===== config.mk =====
export PLATFORM = sky130hd
export DESIGN_NAME = inverse_kinematics
export DESIGN_NICKNAME = d
export VERILOG_FILES = /design/src/rtl/inverse_kinematics.sv
export SDC_FILE = /design/constraint.sdc
export NUM_CORES = 2
export LEC_CHECK = 0
export ABC_AREA = 1
export BUFFER_PORTS_ARGS = -buffer_cell sky130_fd_sc_hd__buf_2
export CORE_MARGIN = 1
export CORE_UTILIZATION = 69
export CTS_CLUSTER_SIZE = 10
export DETAILED_ROUTE_END_ITERATION = 6
export PLACE_DENSITY = 0.94
export REMOVE_ABC_BUFFERS = 1
export SYNTH_ARGS = -nofsm -noshare
export SYNTH_HDL_FRONTEND = slang
export SYNTH_SLANG_ARGS = --single-unit

===== constraint.sdc =====
create_clock -name INVERSE_KINEMATICS_CLOCK_50 -period 37.6 [get_ports INVERSE_KINEMATICS_CLOCK_50]
set_input_delay 7.52 -clock INVERSE_KINEMATICS_CLOCK_50 [delete_from_list [all_inputs] [get_ports INVERSE_KINEMATICS_CLOCK_50]]
set_output_delay 7.52 -clock INVERSE_KINEMATICS_CLOCK_50 [all_outputs]
set_load 0.02 [all_outputs]

===== src/rtl/inverse_kinematics.sv =====
// Mecanum inverse kinematics: (vx, vy, wz) -> w1..w4 in sign-magnitude Q format, one shared serial multiplier.
// Latency 157 clocks from the Start-sampling edge to Done. Start is ignored while busy, and requests are not queued.
module inverse_kinematics #(
  parameter int                 N_WIDTH = 32,
  parameter int                 Q_WIDTH = 15,
  parameter logic [N_WIDTH-1:0] K_LXLY  = 32'd6554,
  parameter logic [N_WIDTH-1:0] INV_R   = 32'd900219
) (
  input  logic               INVERSE_KINEMATICS_CLOCK_50,
  input  logic               INVERSE_KINEMATICS_Reset_InHigh,
  input  logic               INVERSE_KINEMATICS_Start_InHigh,
  input  logic [N_WIDTH-1:0] INVERSE_KINEMATICS_VX_InBus,
  input  logic [N_WIDTH-1:0] INVERSE_KINEMATICS_VY_InBus,
  input  logic [N_WIDTH-1:0] INVERSE_KINEMATICS_WZ_InBus,
  output logic [N_WIDTH-1:0] INVERSE_KINEMATICS_W1_OutBus,
  output logic [N_WIDTH-1:0] INVERSE_KINEMATICS_W2_OutBus,
  output logic [N_WIDTH-1:0] INVERSE_KINEMATICS_W3_OutBus,
  output logic [N_WIDTH-1:0] INVERSE_KINEMATICS_W4_OutBus,
  output logic               INVERSE_KINEMATICS_Busy_OutHigh,
  output logic               INVERSE_KINEMATICS_Done_OutHigh,
  output logic               INVERSE_KINEMATICS_Overflow_OutHigh
);

  localparam int              MW       = N_WIDTH - 1;
  localparam int              PW       = 2 * MW;
  localparam int              CW       = $clog2(MW);
  localparam logic [CW-1:0]   CNT_LAST = CW'(MW - 1);
  localparam logic [MW-1:0]   MAG_MAX  = {MW{1'b1}};

  typedef enum logic [2:0] {
    S_IDLE, S_MUL_K, S_ADD, S_MUL_W1, S_MUL_W2, S_MUL_W3, S_MUL_W4, S_DONE
  } state_t;

  logic               clk;
  logic               rst;
  logic               start;
  state_t             state, state_nxt;

  logic [N_WIDTH-1:0] vx_r, vy_r, t_r;
  logic [N_WIDTH-1:0] s2_r, s3_r, s4_r;
  logic [N_WIDTH-1:0] r1_r, r2_r, r3_r;
  logic               ovf_acc;

  logic [PW-1:0]      mul_a, mul_acc, mul_acc_nxt;
  logic [MW-1:0]      mul_b, mul_mag;
  logic [CW-1:0]      mul_cnt;
  logic               mul_sign, mul_sat, mul_last, mul_run, mul_ld;
  logic [N_WIDTH-1:0] mul_res, mul_op, mul_k;
  logic [Q_WIDTH-1:0] frac_unused;

  logic [N_WIDTH:0]   a_sum, a_dif, a1, a2, a3, a4;
  logic               add_ovf;

  logic [N_WIDTH-1:0] w1_q, w2_q, w3_q, w4_q;
  logic               busy_q, done_q, ovf_q;

  assign clk   = INVERSE_KINEMATICS_CLOCK_50;
  assign rst   = INVERSE_KINEMATICS_Reset_InHigh;
  assign start = INVERSE_KINEMATICS_Start_InHigh;

  // Returns {overflow, sign, magnitude}; a zero magnitude always comes back positive.
  function automatic logic [N_WIDTH:0] sm_add(input logic [N_WIDTH-1:0] a,
                                              input logic [N_WIDTH-1:0] b);
    logic [MW:0]   sum;
    logic [MW-1:0] mag;
    logic          sgn;
    logic          ovf;
    sum = '0;
    mag = '0;
    sgn = 1'b0;
    ovf = 1'b0;
    if (a[MW] == b[MW]) begin
      sum = {1'b0, a[MW-1:0]} + {1'b0, b[MW-1:0]};
      sgn = a[MW];
      if (sum[MW]) begin
        mag = MAG_MAX;
        ovf = 1'b1;
      end else begin
        mag = sum[MW-1:0];
      end
    end else if (a[MW-1:0] >= b[MW-1:0]) begin
      mag = a[MW-1:0] - b[MW-1:0];
      sgn = a[MW];
    end else begin
      mag = b[MW-1:0] - a[MW-1:0];
      sgn = b[MW];
    end
    if (mag == '0) sgn = 1'b0;
    return {ovf, sgn, mag};
  endfunction

  function automatic logic [N_WIDTH-1:0] sm_neg(input logic [N_WIDTH-1:0] a);
    return {~a[MW], a[MW-1:0]};
  endfunction

  // One multiplier bit per cycle; the final step's sum is truncated by Q and saturated here.
  always_comb begin
    mul_acc_nxt = mul_acc + (mul_b[0] ? mul_a : '0);
    mul_sat     = |mul_acc_nxt[PW-1:Q_WIDTH+MW];
    mul_mag     = mul_sat ? MAG_MAX : mul_acc_nxt[Q_WIDTH+MW-1:Q_WIDTH];
    mul_res     = {mul_sign & (|mul_mag), mul_mag};
    mul_last    = (mul_cnt == CNT_LAST);
  end

  assign frac_unused = mul_acc_nxt[Q_WIDTH-1:0];

  always_comb begin
    a_sum   = sm_add(vx_r, vy_r);
    a_dif   = sm_add(vx_r, sm_neg(vy_r));
    a1      = sm_add(a_dif[N_WIDTH-1:0], sm_neg(t_r));
    a2      = sm_add(a_sum[N_WIDTH-1:0], t_r);
    a3      = sm_add(a_sum[N_WIDTH-1:0], sm_neg(t_r));
    a4      = sm_add(a_dif[N_WIDTH-1:0], t_r);
    add_ovf = a_sum[N_WIDTH] | a_dif[N_WIDTH] | a1[N_WIDTH] |
              a2[N_WIDTH] | a3[N_WIDTH] | a4[N_WIDTH];
  end

  always_ff @(posedge clk or posedge rst) begin
    if (rst) state <= S_IDLE;
    else     state <= state_nxt;
  end

  // A load on the last step of one product overrides the step and starts the next.
  always_comb begin
    state_nxt = state;
    mul_ld    = 1'b0;
    mul_run   = 1'b0;
    mul_op    = '0;
    mul_k     = INV_R;
    unique case (state)
      S_IDLE: begin
        mul_k  = K_LXLY;
        mul_op = INVERSE_KINEMATICS_WZ_InBus;
        if (start) begin
          state_nxt = S_MUL_K;
          mul_ld    = 1'b1;
        end
      end
      S_MUL_K: begin
        mul_run = 1'b1;
        if (mul_last) state_nxt = S_ADD;
      end
      S_ADD: begin
        mul_ld    = 1'b1;
        mul_op    = a1[N_WIDTH-1:0];
        state_nxt = S_MUL_W1;
      end
      S_MUL_W1: begin
        mul_run = 1'b1;
        mul_op  = s2_r;
        if (mul_last) begin
          mul_ld    = 1'b1;
          state_nxt = S_MUL_W2;
        end
      end
      S_MUL_W2: begin
        mul_run = 1'b1;
        mul_op  = s3_r;
        if (mul_last) begin
          mul_ld    = 1'b1;
          state_nxt = S_MUL_W3;
        end
      end
      S_MUL_W3: begin
        mul_run = 1'b1;
        mul_op  = s4_r;
        if (mul_last) begin
          mul_ld    = 1'b1;
          state_nxt = S_MUL_W4;
        end
      end
      S_MUL_W4: begin
        mul_run = 1'b1;
        if (mul_last) state_nxt = S_DONE;
      end
      S_DONE:  state_nxt = S_IDLE;
      default: state_nxt = S_IDLE;
    endcase
  end

  always_ff @(posedge clk or posedge rst) begin
    if (rst) begin
      vx_r     <= '0;
      vy_r     <= '0;
      t_r      <= '0;
      s2_r     <= '0;
      s3_r     <= '0;
      s4_r     <= '0;
      r1_r     <= '0;
      r2_r     <= '0;
      r3_r     <= '0;
      ovf_acc  <= 1'b0;
      mul_a    <= '0;
      mul_b    <= '0;
      mul_acc  <= '0;
      mul_cnt  <= '0;
      mul_sign <= 1'b0;
      w1_q     <= '0;
      w2_q     <= '0;
      w3_q     <= '0;
      w4_q     <= '0;
      busy_q   <= 1'b0;
      done_q   <= 1'b0;
      ovf_q    <= 1'b0;
    end else begin
      done_q <= 1'b0;
      busy_q <= (state_nxt != S_IDLE);

      if (mul_ld) begin
        mul_acc  <= '0;
        mul_a    <= {{MW{1'b0}}, mul_op[MW-1:0]};
        mul_b    <= mul_k[MW-1:0];
        mul_sign <= mul_op[MW] ^ mul_k[MW];
        mul_cnt  <= '0;
      end else if (mul_run) begin
        mul_acc  <= mul_acc_nxt;
        mul_a    <= mul_a << 1;
        mul_b    <= mul_b >> 1;
        mul_cnt  <= mul_cnt + 1'b1;
      end

      case (state)
        S_IDLE: begin
          if (start) begin
            vx_r    <= INVERSE_KINEMATICS_VX_InBus;
            vy_r    <= INVERSE_KINEMATICS_VY_InBus;
            ovf_acc <= 1'b0;
          end
        end
        S_MUL_K: begin
          if (mul_last) begin
            t_r     <= mul_res;
            ovf_acc <= ovf_acc | mul_sat;
          end
        end
        S_ADD: begin
          s2_r    <= a2[N_WIDTH-1:0];
          s3_r    <= a3[N_WIDTH-1:0];
          s4_r    <= a4[N_WIDTH-1:0];
          ovf_acc <= ovf_acc | add_ovf;
        end
        S_MUL_W1: begin
          if (mul_last) begin
            r1_r    <= mul_res;
            ovf_acc <= ovf_acc | mul_sat;
          end
        end
        S_MUL_W2: begin
          if (mul_last) begin
            r2_r    <= mul_res;
            ovf_acc <= ovf_acc | mul_sat;
          end
        end
        S_MUL_W3: begin
          if (mul_last) begin
            r3_r    <= mul_res;
            ovf_acc <= ovf_acc | mul_sat;
          end
        end
        S_MUL_W4: begin
          // Results publish as DONE is entered so Done and Busy overlap in the DONE cycle.
          if (mul_last) begin
            w1_q   <= r1_r;
            w2_q   <= r2_r;
            w3_q   <= r3_r;
            w4_q   <= mul_res;
            ovf_q  <= ovf_acc | mul_sat;
            done_q <= 1'b1;
          end
        end
        default: ;
      endcase
    end
  end

  assign INVERSE_KINEMATICS_W1_OutBus        = w1_q;
  assign INVERSE_KINEMATICS_W2_OutBus        = w2_q;
  assign INVERSE_KINEMATICS_W3_OutBus        = w3_q;
  assign INVERSE_KINEMATICS_W4_OutBus        = w4_q;
  assign INVERSE_KINEMATICS_Busy_OutHigh     = busy_q;
  assign INVERSE_KINEMATICS_Done_OutHigh     = done_q;
  assign INVERSE_KINEMATICS_Overflow_OutHigh = ovf_q;

endmodule


==> results.sh <==
export IMPL_status="finished, violations left"
export IMPL_violations="DRC"
export IMPL_top_regs="mul_a (62), mul_acc (62)"
export IMPL_ys_ff_latch=573
export IMPL_drv_slew=0
export IMPL_cts_buffers=69
export IMPL_firstDrtPassIters=7
export IMPL_wl_mm=188.3
export IMPL_p_seq_share_pct=28.1
export IMPL_synth_edf_count=0
export IMPL_netlist_area_sq_mm=0.04744
export IMPL_hold_violations=0
export IMPL_vdd_drop_max_uv=48.62
export IMPL_rsz0062_at_grt="false"
export IMPL_synth_top_family_by_area="simple AND/OR/NAND/NOR gates"
export IMPL_drt_iter0_drc=8966
export IMPL_synth_cells=7245
export IMPL_gr_usage_all_layers_pct=53.07
export IMPL_combPwrFrac_pct=49.1
export IMPL_antenna_left=0
export IMPL_cts_tree="built"
export IMPL_avgSynthCellArea_sq_um=6.548
export IMPL_nFillCells=5170
export IMPL_synth_mux_area_share_pct=0.4668
export IMPL_max_freq_ghz=0.1041
export IMPL_hold_class="reg -> reg"
export IMPL_async_reset_ff_share_pct=100.0
export IMPL_synth_compound_area_share_pct=17.13
export IMPL_port_buffers=229
export IMPL_cp_max_fo=49
export IMPL_die_area_sq_mm=0.06980
export IMPL_tns_ns=0
export IMPL_crit_start="INVERSE_KINEMATICS_Start_InHigh"
export IMPL_p_per_area_mw_per_mm2=55.03
export IMPL_yosysSeqAreaShare_pct=30.23
export IMPL_clk_latency_ns=0.67
export IMPL_viasPerCell=6.486
export IMPL_rows=95
export IMPL_relSlewSlack_pct=20.73
export IMPL_grt_antenna_before_repair=5
export IMPL_grt_max_degree=167
export IMPL_cp_start_kind="primary input"
export IMPL_finClkSkew_ns=0.04357
export IMPL_worst_ep_required_time_ns=38.06
export IMPL_ys_dominant_reg_cell="dfrtp_1"
export IMPL_fin_crit_sh_pct=25.55
export IMPL_start_util_pct=70.14
export IMPL_place_inst=8091
export IMPL_clkTransAtPathRegs_ns=0.06
export IMPL_internal_power_uw=1424
export IMPL_vias=53080
export IMPL_die_height_um=264.2
export IMPL_end_kind="register"
export IMPL_hold_ws_ns=0.4701
export IMPL_p_clk_share_pct=22.9
export IMPL_hold_buffers=0
export IMPL_io_pins=230
export IMPL_grt_overflow_total=0
export IMPL_p_switching_uw=1367
export IMPL_cp_arrival_ns=10.07
export IMPL_htree_levels=3
export IMPL_core_sq_mm=0.06763
export IMPL_synth_simple_gate_area_share_pct=28.62
export IMPL_synthAdderAreaFrac_pct=9.363
export IMPL_drv_cap=0
export IMPL_crit_type="in -> reg"
export IMPL_yosys_warnings=0
export IMPL_synth_xor_area_share_pct=3.358
export IMPL_yosys_cell_types_count=67
export IMPL_cts_resized_gates=0
export IMPL_grt_pass1_vias=50370
export IMPL_worstHoldStart="INVERSE_KINEMATICS_W1_OutBus[27]"
export IMPL_grt_pass1_wl_mm=284.9
export IMPL_power_leakage_uw=0.02805
export IMPL_clockRootBuffer="clkbuf_16"
export IMPL_fp_dieW_um=264.2
export IMPL_clock_sinks=573
export IMPL_cts_setup_buffers=0
export IMPL_tightestPinTransition_ns=1.189
export IMPL_netSwitchingFraction_pct=48.98
export IMPL_drive_gt1_share_pct=6.159
export IMPL_remaining_drc_errors=117
export IMPL_fin_cells=8183
export IMPL_cts_buffer_depth=3
export IMPL_wl_per_cell_um=23.02
export IMPL_period_minus_slack_ns=9.606
export IMPL_hpwl_mm=137.6
export IMPL_nNetsFinal=7737
export IMPL_finalSetupViolCount=0
export IMPL_rr_startpoint="vx_r[22]"
export IMPL_area_growth_syn_to_layout_pct=6.921
export IMPL_place_gp_congestion=1.140
logic make-up after synthesis:
logic type      Yosys count
mux                      22
compound gates         1440
xor+xnor                181
flops                   573
simple gates           3379
fa+ha+maj               349
buf+inv                1301
cells in the mapped netlist, drive strengths merged, types with 8 or more instances:
cell type  instances  area, sq um
fa                10        200.2
nand3            324         1657
a221oi            17        148.9
o21a              14        105.1
a21boi            18        138.9
a21o              16        120.1
nor4              17        121.4
a32o              30        300.3
a31oi             47        300.3
clkinv             8        30.03
clkbuf           216        810.8
nand2           2353         8927
o21bai            17        127.6
nor3              46        230.2
o22ai             35        219.0
nor2             570         2192
xnor2             18        165.2
xor2             163         1428
a22o              22        192.7
o221ai            19        166.4
nand4             42        262.8
buf               81        564.3
inv              996         3739
nand3b            11        82.58
mux2i             21        210.2
o31ai              8        60.06
o21ai            659         3317
dfrtp            573        14340
a21oi            471         2391
o211ai            35        262.8
ha               339         4242
layout make-up:
type / count / area [sq um] / share of cell area, %
diodes: 4 / 10.01 / 0.01973
well taps: 873 / 1092 / 2.154
inverters: 1004 / 3781 / 7.455
clock inverters: 10 / 224.0 / 0.4416
flip-flops and latches: 573 / 14340 / 28.27
clock buffers: 78 / 1790 / 3.530
repair buffers: 270 / 1466 / 2.891
multi-input cells: 5371 / 28020 / 55.24
routing by layer:
metal | global-route usage [%] | vias up | wire length, um
met4 | 39.05 | 4 | 16760
met3 | 18.41 | 1278 | 28370
met2 | 78.76 | 4574 | 77680
met5 | 0 | - | 23
li1 | - | 23200 | -
met1 | 63.80 | 24020 | 65500
power groups by stage:
stage | Combinational [uW] | Sequential (uW) | Clock (uW)
CTS | 1280 | 775 | 629
global placement | 1240 | 779 | 0
floorplan | 848 | 757 | 0
detailed placement | 1260 | 782 | 0
global route | 1450 | 786 | 654
finish | 1370 | 784 | 638
critical path, cell delays in order:
cell and delay, ns:
buf_2 0.10, inv_1 0.08, nor2_4 0.45, nor2_1 0.08, nand2_1 0.07, buf_4 0.36
nor2_2 0.11, inv_2 0.43, buf_4 0.56, o21ai_0 0.26
cell usage in the layout, fill, tap and decap left out, drive strengths merged, types with 21 or more instances in the layout:
cell type	instances
a32o	30
o211ai	35
mux2i	21
nand3	324
nor3	46
nand2	2353
a22o	22
ha	339
dfrtp	573
o22ai	35
o21ai	659
xor2	163
nor2	570
inv	999
a21oi	471
nand4	42
clkbuf	78
a31oi	47
buf	270
per-stage QoR:
stage	setup WS [ns]	instance area (sq um)	utilization, %	total power, uW
3_5_place_dp	27.46	48700	72.00	2047
3_3_place_gp	27.49	48700	72.00	2024
6_report	27.99	50720	74.99	2791
4_1_cts	28.05	50710	74.98	2689
2_1_floorplan	14.05	46060	-	1604
5_1_grt	27.67	50720	74.99	2890
worst paths after layout:
| kind | cells after the start | slack [ns] | end |
|---|---|---|---|
| max in group asynchronous | 4 | 28.00 | INVERSE_KINEMATICS_W4_OutBus[12] |
| max | 10 | 27.99 | mul_acc[36] |
| min reg2reg | 2 | 0.47 | INVERSE_KINEMATICS_W1_OutBus[27] |
| max reg2reg | 34 | 29.15 | s3_r[31] |
| min in group asynchronous | 2 | 6.98 | INVERSE_KINEMATICS_W1_OutBus[2] |
| min | 2 | 0.47 | INVERSE_KINEMATICS_W1_OutBus[27] |
Note: power is estimated with default switching activity, not from simulation.
